--- config.mk ---
export PLATFORM = sky130hd
export DESIGN_NAME = seg_scan_driver_flat
export DESIGN_NICKNAME = d
export VERILOG_FILES = /design/src/rtl/seg_scan_driver_pkg.sv /design/src/rtl/seg_scan_driver_if.sv /design/src/rtl/seg_scan_driver_seg7_decode.sv /design/src/rtl/seg_scan_driver.sv /design/src/flat_wrapper.sv
export SDC_FILE = /design/constraint.sdc
export NUM_CORES = 1
export LEC_CHECK = 0
export CORE_ASPECT_RATIO = 0.6
export CORE_MARGIN = 1.5
export CORE_UTILIZATION = 50
export CTS_CLUSTER_DIAMETER = 40
export DETAILED_ROUTE_END_ITERATION = 12
export GPL_ROUTABILITY_DRIVEN = 1
export GPL_TIMING_DRIVEN = 0
export PLACE_DENSITY = 0.83
export SLEW_MARGIN = 20
export SYNTH_ARGS = -nofsm -noshare
export SYNTH_HDL_FRONTEND = slang
export SYNTH_HIERARCHICAL = 1
export SYNTH_SLANG_ARGS = --single-unit
export TNS_END_PERCENT = 50
--- constraint.sdc ---
create_clock -name clk -period 6.2 [get_ports clk]
set_clock_uncertainty 0.2 [all_clocks]
set_input_delay 0.62 -clock clk [delete_from_list [all_inputs] [get_ports clk]]
set_output_delay 0.62 -clock clk [all_outputs]
set_load 0.01 [all_outputs]
--- src/rtl/seg_scan_driver_pkg.sv ---
// seg_scan_driver_pkg: shared segment patterns, bit order and off levels for the 7-segment display path.
package seg_scan_driver_pkg;

    localparam int SEG_A = 0;
    localparam int SEG_B = 1;
    localparam int SEG_C = 2;
    localparam int SEG_D = 3;
    localparam int SEG_E = 4;
    localparam int SEG_F = 5;
    localparam int SEG_G = 6;

    // Active-high patterns indexed by hex code, bit order {g,f,e,d,c,b,a}
    localparam logic [6:0] SEG_PATTERNS [16] = '{
        7'h3F, 7'h06, 7'h5B, 7'h4F, 7'h66, 7'h6D, 7'h7D, 7'h07,
        7'h7F, 7'h6F, 7'h77, 7'h7C, 7'h39, 7'h5E, 7'h79, 7'h71
    };

    localparam logic [3:0] AN_OFF_H  = 4'h0;
    localparam logic [6:0] SEG_OFF_H = 7'h00;
    localparam logic       DP_OFF_H  = 1'b0;

endpackage

--- src/rtl/seg_scan_driver_if.sv ---
// seg_scan_driver_if: digit codes, masks and blanking in; anode/segment/dp pins out.
interface seg_scan_driver_if;
    logic [3:0] SEL_3;
    logic [3:0] SEL_2;
    logic [3:0] SEL_1;
    logic [3:0] SEL_0;
    logic [3:0] BLINK_MASK;
    logic [3:0] DP_MASK;
    logic       BLANK_EN;
    logic [3:0] AN;
    logic [6:0] SEG;
    logic       DP;

    modport master (
        output SEL_3, SEL_2, SEL_1, SEL_0, BLINK_MASK, DP_MASK, BLANK_EN,
        input  AN, SEG, DP
    );

    modport slave (
        input  SEL_3, SEL_2, SEL_1, SEL_0, BLINK_MASK, DP_MASK, BLANK_EN,
        output AN, SEG, DP
    );
endinterface

--- src/rtl/seg_scan_driver_seg7_decode.sv ---
// seg7_decode: combinational hex code to active-high 7-segment pattern {g,f,e,d,c,b,a}.
module seg7_decode
    import seg_scan_driver_pkg::*;
(
    input  logic [3:0] i_code,
    output logic [6:0] o_seg
);
    assign o_seg = SEG_PATTERNS[i_code];
endmodule

--- src/rtl/seg_scan_driver.sv ---
// seg_scan_driver: time-multiplexes four hex digits onto a common-anode display
// with per-digit blink, decimal points and global blanking.
module seg_scan_driver
    import seg_scan_driver_pkg::*;
#(
    parameter int REFRESH_DIV = 100000,
    parameter int BLINK_DIV   = 50000000,
    parameter bit ACTIVE_LOW  = 1'b1
) (
    input  logic             clk,
    input  logic             rst_n,
    seg_scan_driver_if.slave bus
);
    localparam int PW = (REFRESH_DIV > 2) ? $clog2(REFRESH_DIV) : 1;
    localparam int BW = (BLINK_DIV > 2) ? $clog2(BLINK_DIV) : 1;

    logic [PW-1:0] r_pre;
    logic [BW-1:0] r_blink;
    logic          r_phase;
    logic [1:0]    r_idx;
    logic [3:0]    r_an;
    logic [6:0]    r_seg;
    logic          r_dp;

    logic          w_tick;
    logic          w_blink_wrap;
    logic [1:0]    w_next_idx;
    logic [3:0]    w_code;
    logic [6:0]    w_pat;
    logic          w_dark;
    logic [3:0]    w_an_h;
    logic [6:0]    w_seg_h;
    logic          w_dp_h;

    assign w_tick       = r_pre == PW'(REFRESH_DIV - 1);
    assign w_blink_wrap = r_blink == BW'(BLINK_DIV - 1);
    assign w_next_idx   = r_idx + 2'd1;

    always_comb begin
        w_code = w_next_idx == 2'd0 ? bus.SEL_0 :
                 w_next_idx == 2'd1 ? bus.SEL_1 :
                 w_next_idx == 2'd2 ? bus.SEL_2 : bus.SEL_3;
        w_dark  = bus.BLANK_EN || (r_phase && bus.BLINK_MASK[w_next_idx]);
        w_an_h  = w_dark ? AN_OFF_H : 4'b0001 << w_next_idx;
        w_seg_h = w_dark ? SEG_OFF_H : w_pat;
        w_dp_h  = w_dark ? DP_OFF_H : bus.DP_MASK[w_next_idx];
    end

    seg7_decode u_decode (
        .i_code (w_code),
        .o_seg  (w_pat)
    );

    // Polarity is folded in only here, so everything upstream stays active-high
    always_ff @(posedge clk or negedge rst_n) begin
        if (!rst_n) begin
            r_pre   <= '0;
            r_blink <= '0;
            r_phase <= 1'b0;
            r_idx   <= 2'd3;
            r_an    <= AN_OFF_H ^ {4{ACTIVE_LOW}};
            r_seg   <= SEG_OFF_H ^ {7{ACTIVE_LOW}};
            r_dp    <= DP_OFF_H ^ ACTIVE_LOW;
        end else begin
            r_pre   <= w_tick ? '0 : r_pre + 1'b1;
            r_blink <= w_blink_wrap ? '0 : r_blink + 1'b1;
            r_phase <= r_phase ^ w_blink_wrap;
            if (w_tick) begin
                r_idx <= w_next_idx;
                r_an  <= w_an_h ^ {4{ACTIVE_LOW}};
                r_seg <= w_seg_h ^ {7{ACTIVE_LOW}};
                r_dp  <= w_dp_h ^ ACTIVE_LOW;
            end
        end
    end

    assign bus.AN  = r_an;
    assign bus.SEG = r_seg;
    assign bus.DP  = r_dp;
endmodule

--- src/flat_wrapper.sv ---
// flat-port wrapper written by rule: the top's interface ports become plain ports
module seg_scan_driver_flat import seg_scan_driver_pkg::*;
#(
    parameter int REFRESH_DIV = 100000,
    parameter int BLINK_DIV   = 50000000,
    parameter bit ACTIVE_LOW  = 1'b1
)
  (clk, rst_n, bus_SEL_3, bus_SEL_2, bus_SEL_1, bus_SEL_0, bus_BLINK_MASK, bus_DP_MASK, bus_BLANK_EN, bus_AN, bus_SEG, bus_DP);
  seg_scan_driver_if bus_i ();
  input  logic clk;
  input  logic rst_n;
  input wire logic [$bits(bus_i.SEL_3)-1:0] bus_SEL_3;
  input wire logic [$bits(bus_i.SEL_2)-1:0] bus_SEL_2;
  input wire logic [$bits(bus_i.SEL_1)-1:0] bus_SEL_1;
  input wire logic [$bits(bus_i.SEL_0)-1:0] bus_SEL_0;
  input wire logic [$bits(bus_i.BLINK_MASK)-1:0] bus_BLINK_MASK;
  input wire logic [$bits(bus_i.DP_MASK)-1:0] bus_DP_MASK;
  input wire logic [$bits(bus_i.BLANK_EN)-1:0] bus_BLANK_EN;
  output wire logic [$bits(bus_i.AN)-1:0] bus_AN;
  output wire logic [$bits(bus_i.SEG)-1:0] bus_SEG;
  output wire logic [$bits(bus_i.DP)-1:0] bus_DP;
  assign bus_i.SEL_3 = bus_SEL_3;
  assign bus_i.SEL_2 = bus_SEL_2;
  assign bus_i.SEL_1 = bus_SEL_1;
  assign bus_i.SEL_0 = bus_SEL_0;
  assign bus_i.BLINK_MASK = bus_BLINK_MASK;
  assign bus_i.DP_MASK = bus_DP_MASK;
  assign bus_i.BLANK_EN = bus_BLANK_EN;
  assign bus_AN = bus_i.AN;
  assign bus_SEG = bus_i.SEG;
  assign bus_DP = bus_i.DP;
  seg_scan_driver #(.REFRESH_DIV(REFRESH_DIV), .BLINK_DIV(BLINK_DIV), .ACTIVE_LOW(ACTIVE_LOW)) u_core (.clk(clk), .rst_n(rst_n), .bus(bus_i));
endmodule
==> results of run 1 <==
-- stage by stage --
stage / instances / hold WS (ns) / area, um2 / utilization (%) / setup WS [ns]
6_report: 456 / 0.132 / 3990 / 64.4 / 2.90
3_3_place_gp: 440 / 0.256 / 3740 / 60.4 / 2.50
3_5_place_dp: 440 / 0.258 / 3740 / 60.4 / 2.93
2_1_floorplan: 318 / 0.124 / 3260 / - / 3.36
5_1_grt: 456 / 0.179 / 3990 / 64.4 / 2.61
4_1_cts: 456 / 0.152 / 3990 / 64.4 / 2.92
-- state kept, by name (all words and copies together), names as in the netlist --
signal and count:
u_core/bus.AN 4, u_core/bus.DP 1, u_core/bus.SEG 7, u_core/r_blink 26
u_core/r_idx 2, u_core/r_phase 1, u_core/r_pre 17
-- routing by layer --
metal | part of all wire (%) | vias up
met4 | 1.3 | 0
met5 | 0 | -
met3 | 6.8 | 10
met1 | 50 | 1230
li1 | - | 1205
met2 | 42 | 102
-- worst reg2reg max path: stages, from the launching register on --
cell	delay, ns
dfstp_2	0.56
inv_1	0.08
ha_1	0.18
clkbuf_1	0.19
mux2i_1	0.15
nor2_1	0.09
a21oi_1	0.05
o21ai_0	0.49
inv_1	0.22
ha_1	0.37
nor2b_1	0.15
o31ai_1	0.36
a31oi_4	0.12
-- placed cells by master, fill, tap and decap left out, types with 4 or more instances in the layout --
master            n
dfstp_2          14
a31oi_2           6
nand3_1          18
and4_1            4
nor2_1           40
inv_1            13
and3_1            9
xor2_1           10
clkbuf_8         11
nand2_1          17
clkdlybuf4s50_1  37
nor2_2            7
nor4b_1           4
buf_4             4
a21oi_1           9
nor2b_1           4
ha_1             14
o21ai_0           5
nor4_1            4
a31oi_1           7
nand4_1          10
clkbuf_1          5
mux2i_1           6
nor3_1            7
dfrtp_1          44
xnor2_1          28
-- layout make-up --
type | instances | share of cell area [%]
Multi-Input combinational cell | 232 | 40.7
Sequential cell | 58 | 36.8
Timing Repair Buffer | 38 | 9.47
Clock buffer | 10 | 3.45
Clock inverter | 6 | 2.85
Buffer | 14 | 2.67
Tap cell | 84 | 2.63
Inverter | 14 | 1.38
-- final timing paths --
check	slack [ns]	endpoint
setup / recovery	2.90	u_core/bus.SEG[1]
hold / removal	0.13	u_core/r_blink[21]
setup reg to reg	2.90	u_core/bus.SEG[1]
hold reg to reg	0.27	u_core/r_phase
max in group asynchronous	5.18	u_core/r_pre[3]
min in group clk	0.27	u_core/r_phase
-- power by group --
group | switching, mW | leakage [nW] | internal (mW)
clock network | 0.161 | 0.119 | 0.278
logic | 0.0229 | 0.808 | 0.0245
registers | 0 | 0.733 | 0.379
-- kinds of logic (layout without fill, tap and decap cells) --
kind of cell	Yosys count	after routing	synth area share, %
and+or+nand+nor	134	134	21.5
DFF	58	58	45.1
xor gates and xnor gates	38	38	10.2
AOI/OAI and AO/OA	34	34	7.88
buffers and inverters	28	82	4.96
adders and majority gates	14	14	5.38
muxes	12	12	4.96
==> key figures, run 1 <==
Outcome
  • Run status: complete, no violations

Route
  • DRC Markers: 0
  • Pre-Repair DR Iteration Count: 4
  • Vias per inst: approximately 5.6
  • Antenna viol nets, final: 0
  • Number of DRC markers in iteration 0: 159
  • DRT Wirelength: 7250 um
  • Avg WL per Cell: ~16 um
  • Vias: 2547

Power and ir drop
  • Power density cells: 217 nW/um2
  • Peak supply drop: 101 uV
  • Total power: 0.865 mW
  • LEAKAGE: roughly 1.7 nW

Layout
  • Sequential Area: 1470 um2
  • Layout cells sized above 1: about 17%
  • # fillers: approximately 500
  • Post-layout nets: between 400 and 500
  • N_diodes: 0
  • P&R area growth vs syn: 22.6%
  • Footprint of the multi-input gates: 1630 um2

Clocking
  • Hold-fix buffers at CTS: 0
  • CTS resizes: 0
  • Clock transition at the registers of the reported paths: 0.07 ns
  • # clock sinks: 58
  • Worst skew pair latency: about 0.35 ns
  • CTS Buf Count: 9
  • # Post-CTS Setup Buffers: 0
  • Root buf cell: clkbuf_8
  • CTS tree: built
  • Clock buffer depth: 2
  • H-tree depth: 3

Logic synthesis
  • Synthesized flop and latch total: 58
  • Main synth FF type: dfrtp_1
  • Syn Inst Count: roughly 320
  • Post-synth EDFFs: 0
  • Synth cell count leaders: dfrtp_1, nor2_1, xnor2_1
  • Avg Cell Area, Syn: 10.2 um2
  • Synth top area cells: dfrtp_1, dfstp_2, xnor2_1
  • Post-synth top area share: between 30% and 40%
  • Ys async rst share: 100%
  • Syn_nets: 359
  • Cell taking the most area after synthesis: dfrtp_1
  • Mapped Area: 3260 um2
  • Unique masters post-synth: 45
  • Synth Warn #: 6
  • Cell with the most instances after synthesis: dfrtp_1
  • Register area share after synthesis: 45.1%

Floorplan
  • Rows: 22
  • CORE AREA: between 6000 and 7000 um2
  • I/O pins: 39
  • Height of the die: 65.5 um
  • Die width: 107 um
  • Die ar.: 7020 um2
  • Initial Util: 52.6%

Place
  • Dpl hpwl: 4940 um
  • GP Congestion: 0.906
  • Port Buf Inserts: 38

Setup path
  • Critical path class: flip-flop to flip-flop
  • Reg2Reg Depth: 12
  • Worst path top cell family by delay: compound AO/OA/AOI/OAI gates
  • Critical path startpoint: u_core/r_idx[1]
  • Worst Path Required: 6.25 ns
  • Crit path max fanout: 5
  • Critical path depth in cells: 12
  • Worst reg2reg path startpoint: u_core/r_idx[1]
  • Buf/Inv on CP: 3
  • Critical Path Max Stage Delay: ~0.56 ns
  • Crit end category: flip-flop
  • CP arrival: about 3.4 ns
  • Crit start category: flip-flop
  • Slowest CP cell: dfstp_2
  • Crit-path cells: inv_1 > ha_1 > clkbuf_1 > mux2i_1 > nor2_1 > a21oi_1 > o21ai_0 > inv_1 > ha_1 > nor2b_1 > o31ai_1 > a31oi_4

STA
  • Final min period: 3.30 ns
  • Slew @ Worst Pin: 0.765 ns
  • Final setup viols: 0
  • Fin. max-slew vios: 0
  • Max frequency: slightly above 0.3 GHz
  • Final hold vios: 0
  • Relative slew slack: 49.0%
  • RSZ-0062 raised after global routing: no
  • Fin crit share: a little over half
  • Setup TNS: 0 ns

Global route
  • Largest net degree at the start of global routing: 59
  • Number of global-route vias before repair: roughly 2400
  • Met2 Use GR: approximately a third
  • Grt total ovfl: 0
  • Initial antenna violation count: 0
  • First-pass GRT wire length: 12100 um
  • Most Used Layer, Global Route: met1
  • Grt met1 use: about 34%
  • GRT Total Usage: roughly 23%
  • Met3 usage: 7.84%

Job
  • Max cap viols: 0

Hold path
  • Worst hold path type: input pin to async pin
No activity file was read; power rests on OpenSTA's default activity.
==> inputs of run 2 (changes only) <==
PLACE_DENSITY = 0.86   (was 0.83)
clock period = 2.9 ns   (was 6.2 ns; I/O delays follow)
==> run 2 against run 1 <==
  * Largest cell class unchanged
  * Cell area barely moved
  * Combinational power grew 130%
  * Total power up 88%
  * Global-route usage rose by 0.35 points
  * Clock power grew 60%
  * Routed wire length rose by 2.1%
  * Maximum frequency is 19% higher
  * Setup slack got worse by 2.8 ns
  * Largest power group is now sequential cells
==> key figures, run 2 (synthesis results as in run 1) <==
Global route
  • First-pass GRT wire length: about 12000 um
  • Number of global-route vias before repair: 2562
  • Largest net degree at the start of global routing: 59
  • Grt total ovfl: 0
  • GRT Total Usage: between 20% and 30%
  • Initial antenna violation count: 0

Route
  • Vias: 2569
  • Pre-Repair DR Iteration Count: 5
  • Antenna viol nets, final: 0
  • DRT Wirelength: about 7400 um
  • Number of DRC markers in iteration 0: 172
  • Avg WL per Cell: 16.2 um
  • DRC Markers: 0
  • Vias per inst: 5.61

Place
  • GP Congestion: 0.907
  • Dpl hpwl: 5230 um
  • Port Buf Inserts: 38

Setup path
  • CP arrival: 2.83 ns
  • Reg2reg end: u_core/bus.SEG[3]
  • R2r setup slk: 0.13 ns
  • Crit end category: flip-flop
  • Crit path max fanout: 5
  • Critical path startpoint: u_core/r_idx[1]
  • Reg2Reg Depth: 11
  • Worst Path Required: 2.97 ns
  • Worst reg2reg path startpoint: u_core/r_idx[1]
  • Critical path class: flip-flop to flip-flop
  • Crit start category: flip-flop

Floorplan
  • Die width: 107 um
  • CORE AREA: 6190 um2
  • Initial Util: between 50% and 60%
  • I/O pins: 39
  • Height of the die: 65.5 um
  • Die ar.: 7020 um2
  • Rows: 22

Layout
  • Max reg flops: 26
  • Commonest cells after routing, fill and taps aside: dfrtp_1, nor2_1, clkdlybuf4s50_1
  • Finished Core Util: 64.4%
  • Post-layout nets: between 400 and 500
  • Largest reg by FF count: u_core/r_blink
  • Most common cell after layout, fill and taps aside: dfrtp_1
  • P&R area growth vs syn: 22.5%
  • N_diodes: 0
  • Layout cells sized above 1: 19.5%

STA
  • Fin crit share: 95.4%
  • Final min period: about 2.8 ns
  • Slew @ Worst Pin: 0.724 ns
  • Hold Slack: between 0.2 and 0.3 ns
  • Final setup viols: 0
  • Fin. max-slew vios: 0
  • Max frequency: 0.362 GHz
  • Relative slew slack: 51.8%
  • Final hold vios: 0
  • RSZ-0062 raised after global routing: no

Hold path
  • Hold Path Cell Cnt: 1
  • Worst hold path type: flip-flop to flip-flop
  • Hold Crit Endpoint: u_core/r_phase
  • Min-delay src: u_core/r_phase

Power and ir drop
  • Peak supply drop: 206 uV
  • Total power: between 1.5 and 2 mW
  • Power density cells: 407 nW/um2
  • LEAKAGE: 1.66 nW

Clocking
  • CTS Buf Count: 9
  • CTS tree: built
  • Clock buffer depth: 2
  • H-tree depth: 3
  • Root buf cell: clkbuf_8
  • Worst skew pair latency: 0.34 ns
  • Clock transition at the registers of the reported paths: 0.07 ns
  • # clock sinks: 58

Outcome
  • Run status: complete, no violations

Job
  • Max cap viols: 0
## run 2: power by group
part	switching (mW)	total, mW	internal, mW
clock	0.328	0.704	0.377
combinational	0.0516	0.109	0.0572
sequential	0	0.810	0.810
## run 2: critical path: stages (launching register included)
cell and delay [ns]:
dfstp_2 0.55, inv_1 0.09, ha_4 0.20, mux2i_1 0.17
nor2_1 0.07, a21oi_1 0.20, o21ai_2 0.12, inv_1 0.15
ha_1 0.28, inv_1 0.07, mux4_2 0.46, a31oi_2 0.14
## run 2: layout make-up
type / instances / area, um2
inverter: 14 / 55.1
multi-input combinational: 232 / 1660
clock buffer: 12 / 165
tap: 84 / 105
fill: 483 / 2210
timing repair buffer: 43 / 418
buffer: 11 / 95.1
sequential: 58 / 1470
clock inverter: 4 / 25.0
## run 2: how the worst max path moves through the flow
stage          slack [ns]                end
2_1_floorplan        0.06  u_core/bus.SEG[1]
3_3_place_gp        -0.44     u_core/r_phase
3_5_place_dp        -0.54  u_core/bus.SEG[1]
4_1_cts              0.04  u_core/bus.SEG[3]
5_1_grt              0.03  u_core/bus.SEG[3]
6_report             0.13  u_core/bus.SEG[3]
## run 2: metal layers
layer	part of all wire [%]	vias up	track usage, %
li1	-	1209	-
met1	47	1255	32.7
met2	44	94	33.7
met3	7.0	11	7.44
met4	1.3	0	8.67
met5	0	-	0
## run 2: through the flow
| stage | setup TNS [ns] | std cells | instance area (um2) | setup WS [ns] |
|---|---|---|---|---|
| floorplan | 0 | 318 | 3260 | 0.0577 |
| global placement | -20.29 | 440 | 3740 | -0.441 |
| detailed placement | -2.29 | 440 | 3740 | -0.544 |
| CTS | 0 | 458 | 3970 | 0.0384 |
| global route | 0 | 458 | 3990 | 0.0332 |
| finish | 0 | 458 | 3990 | 0.135 |
## run 2: repair_timing
item / in CTS / in global routing
hold buffers: 1 / 0
pin swaps: 2 / 0
setup buffers: 3 / 1
hold endpoints to repair: 44 / 0
gates resized for setup: 6 / 3
setup endpoints to repair: 7 / 4
==> patch 1: new RTL, config.mk and constraints of run 1 <==
`ACTIVE_LOW` is set to 1'b1 in 2 places; all go to 1'b0.
--- a/src/rtl/seg_scan_driver.sv
+++ b/src/rtl/seg_scan_driver.sv
@@ -5,7 +5,7 @@
 #(
     parameter int REFRESH_DIV = 100000,
     parameter int BLINK_DIV   = 50000000,
-    parameter bit ACTIVE_LOW  = 1'b1
+    parameter bit ACTIVE_LOW  = 1'b0
 ) (
     input  logic             clk,
     input  logic             rst_n,
--- a/src/flat_wrapper.sv
+++ b/src/flat_wrapper.sv
@@ -3,7 +3,7 @@
 #(
     parameter int REFRESH_DIV = 100000,
     parameter int BLINK_DIV   = 50000000,
-    parameter bit ACTIVE_LOW  = 1'b1
+    parameter bit ACTIVE_LOW  = 1'b0
 )
   (clk, rst_n, bus_SEL_3, bus_SEL_2, bus_SEL_1, bus_SEL_0, bus_BLINK_MASK, bus_DP_MASK, bus_BLANK_EN, bus_AN, bus_SEG, bus_DP);
   seg_scan_driver_if bus_i ();
Check against the original RTL: not equivalent (Yosys sat finds a counterexample within 4 cycles, from zero or initial values and one cycle with rst_n low).
==> patch 1 against run 1 <==
Utilization fell by 1.1 points; die area rose by 1.4%; clock power fell by 31%; synthesized area rose by 1.5%; wire length fell by 2.4%; highest routed layer unchanged; total power fell by 15%; sequential cell count did not move; critical endpoint is now u_core/bus.SEG[3]; design area fell by 0.85%; sequential share of layout area fell by 0.065 points; setup slack got worse by 44 ps; global-route usage fell by 0.82 points.
==> patch 1: results (changes against run 1) <==
Status
  – Outcome: finished, final reports clean (unchanged)

Setup path
  – CP Max Fanout: 6 (was 5)
  – Crit path largest cell delay: 620 ps (was 560 ps)
  – Worst EP arrival: 3380 ps (was 3350 ps)
  – FF-to-FF setup slack: 2850 ps (was 2900 ps)

Global route
  – Vias in the first global route: 2470 (was 2436)
  – GR Util All Layers: 22.1% (was 23.0%)

Finish
  – Synth-to-Final Area Change: 19.8% (was 22.6%)
  – Fraction of layout cells with a size suffix above 1: 14.3% (was 16.9%)
  – Fill count: 479 (was 502)
  – Final #Nets: 422 (was 408)

Synthesis
  – Top post-synthesis cells by area: dfrtp_1 42%, ha_1 5.3%, nand2_1 4.8%, xnor2_1 4.8%, xor2_1 3.7% (was dfrtp_1 34%, dfstp_2 11%, xnor2_1 7.5%, ha_1 5.4%, nor2_1 4.6%)
  – Sequential element share of the synthesized area: 44.0% (was 45.1%)
  – Synth Area per Inst: 9.95 um2 (was 10.2 um2)
  – Top post-synthesis cells by count: 56 x dfrtp_1, 42 x nand2_1, 29 x nor2_1 (was 44 x dfrtp_1, 40 x nor2_1, 28 x xnor2_1)
  – Mapped Nets: 373 (was 359)

Routing
  – Vias: 2659 (was 2547)
  – Initial drt markers: 231 (was 159)
  – Final wirelength: 7080 um (was 7250 um)
  – Pre-antenna DRT Iters: 5 (was 4)
  – DR WL/cell: 15.1 um (was 15.9 um)

Pwr
  – Lkg Pwr: 1.71 nW (was 1.66 nW)
  – VDD IR max: 0.0826 mV (was 0.101 mV)

Placement
  – Placed cell count: 454 (was 440)
  – Global placement routability congestion: 0.832 (was 0.906)
  – DP Wirelength: 5160 um (was 4940 um)

STA
  – Slew margin rel.: 45.6% (was 49.0%)
## patch 1: layer usage
metal | track usage (%) | vias to the layer above | wire [um] | part of all wire [%]
li1 | - | 1269 | - | -
met1 | 33.0 | 1261 | 3570 | 50
met2 | 30.3 | 117 | 2910 | 41
met3 | 7.68 | 12 | 553 | 7.8
met4 | 5.43 | 0 | 46 | 0.65
met5 | 0 | - | 0 | 0
## patch 1: cell families (layout without fill, tap and decap cells)
kind of cell    after synthesis  after routing  share of synthesized area (%)
compound gates               43             43                           8.45
xor+xnor                     32             32                           8.48
fa+ha+maj                    14             14                           5.30
buf+inv                      27             80                           4.39
flops                        58             58                           44.0
mux                          14             14                           5.53
simple gates                144            144                           23.8
## patch 1: path summary, 6_finish.rpt
check,endpoint,cells after the start,start
min in group clk,u_core/bus.AN[0],2,u_core/bus.AN[0]
max in group asynchronous,u_core/r_blink[10],1,rst_n
max,u_core/bus.SEG[3],11,u_core/r_idx[0]
min reg2reg,u_core/bus.AN[0],2,u_core/bus.AN[0]
max reg2reg,u_core/bus.SEG[3],11,u_core/r_idx[0]
min,u_core/r_pre[15],1,rst_n
## patch 1: cell type report
cell class	instances	share of cell area [%]
Buffer	15	2.47
Clock buffer	12	3.92
Inverter	12	1.20
Clock inverter	3	0.380
Multi-Input combinational cell	247	43.1
Tap cell	84	2.66
Timing Repair Buffer	38	9.55
Sequential cell	58	36.7
## patch 1: where the power goes
group	leakage (nW)	switching, mW	internal (mW)
Clock	0.0920	0.142	0.162
Sequential	0.712	0	0.379
Combinational	0.905	0.0234	0.0252
## patch 1: per-stage QoR
step / power, mW / setup slack (ps) / area (um2) / hold WS (ps)
finish: 0.732 / 2850 / 3960 / 127
global route: 0.765 / 2660 / 3960 / 174
CTS: 0.740 / 2860 / 3960 / 154
detailed placement: 0.434 / 2880 / 3790 / 269
global placement: 0.433 / 2530 / 3790 / 258
floorplan: 0.406 / 3330 / 3300 / 124
## patch 1: worst register-to-register path, stage by stage, from the launching register on
cell and delay [ps]:
dfstp_2 620, ha_1 170, clkbuf_1 270, mux2i_1 120, nor2_1 90, a21oi_1 50
o21ai_0 530, inv_1 250, ha_1 360, mux4_2 450, nand2_1 90, o21ai_2 50
==> patch 2: new RTL, settings of run 1 <==
Without the edit above. Reset style: synchronous (`rst_n`), changed in one clocked block.
--- a/src/rtl/seg_scan_driver.sv
+++ b/src/rtl/seg_scan_driver.sv
@@ -52,7 +52,7 @@
     );
 
     // Polarity is folded in only here, so everything upstream stays active-high
-    always_ff @(posedge clk or negedge rst_n) begin
+    always_ff @(posedge clk) begin
         if (!rst_n) begin
             r_pre   <= '0;
             r_blink <= '0;
Behaviour: no difference found for any inputs over 10 cycles, from zero or initial values and one cycle with rst_n low; that may be too few to reach the edited logic, so the function may still have changed.
==> patch 2 against run 1 <==
Sequential cell count unchanged; via count up 5.1%; wire length down 1.9%; utilization up 1.2 points; critical endpoint is now u_core/bus.SEG[3]; design area down 5.7%; die area down 5.7%; setup slack worse by 47 ps; maximum frequency down 1.4%; sequential share of layout area down 5.9 points; synthesized area down 6.0%; critical path depth down 1; total power down 5.6%.
==> patch 2: results (changes against run 1) <==
Status
  – Outcome: finished, final reports clean (unchanged)

Global route
  – Largest net degree at the start of global routing: 11 (was 59)
  – First-pass GRT wire length: 12200 um (was 12100 um)
  – GR Util All Layers: 23.6% (was 23.0%)
  – GR Util met3: 7.97% (was 7.84%)
  – Met1 GRT Util: 30.8% (was 33.6%)

Synthesis
  – Sequential element share of the synthesized area: 37.9% (was 45.1%)
  – Mux share of post-synthesis cell area: 5.39% (was 4.96%)
  – Compound-Gate Fraction of Synth Area: 13.6% (was 7.88%)
  – Mapped Nets: 382 (was 359)
  – Main flop type after synthesis: dfxtp_1 (was dfrtp_1)
  – Ys async rst share: 0% (was 100%)

Placement
  – Placed Area: 3540 um2 (was 3740 um2)
  – DP Wirelength: 5390 um (was 4940 um)

Setup path
  – Reg-to-Reg End: u_core/bus.SEG[3] (was u_core/bus.SEG[1])
  – FF-to-FF setup slack: 2850 ps (was 2900 ps)
  – Slowest-stage cell, CP: o21ai_0 (was dfstp_2)
  – Crit path from: u_core/r_idx[0] (was u_core/r_idx[1])
  – FF-to-FF path depth: 11 (was 12)

Pwr
  – P_comb: 0.0558 mW (was 0.0473 mW)
  – Net load switching power: 0.175 mW (was 0.183 mW)

Worst hold path
  – Worst min path class: reg -> reg (was in -> async)

Routing
  – Initial drt markers: 202 (was 159)
  – Met2 Wirelength: 3190 um (was 3060 um)
  – DR WL/cell: 15.0 um (was 15.9 um)
  – Vias: 2676 (was 2547)
  – M1 wire length: 3490 um (was 3600 um)
  – Pre-antenna DRT Iters: 5 (was 4)

STA
  – FMAX: 0.299 GHz (was 0.303 GHz)
  – Worst hold slack: 243 ps (was 132 ps)
## patch 2: cell types whose count changed after synthesis, sizes merged, moves of 7 or more
| cell | delta |
|---|---|
| dfxtp | +58 |
| nor2 | -14 |
| o31a | +8 |
| a21oi | +15 |
| o31ai | +10 |
| xnor2 | -21 |
| xor2 | +7 |
| or3 | +7 |
| buf | +8 |
| dfrtp | -44 |
| a31oi | -9 |
| dfstp | -14 |
| or4 | +9 |
## patch 2: area by class of cell
cell class / instances / area, um2 / share of cell area, %
Buffer: 21 / 131 / 3.49
Clock buffer: 11 / 141 / 3.76
Clock inverter: 5 / 77.6 / 2.06
Inverter: 10 / 37.5 / 0.998
Multi-Input combinational cell: 253 / 1730 / 46.0
Sequential cell: 58 / 1160 / 30.9
Tap cell: 80 / 100 / 2.66
Timing Repair Buffer: 38 / 380 / 10.1
## patch 2: cell families after synthesis
kind of cell,Yosys count
simple gates,141
compound gates,63
flops,58
buf+inv,31
xor+xnor,24
fa+ha+maj,13
mux,12
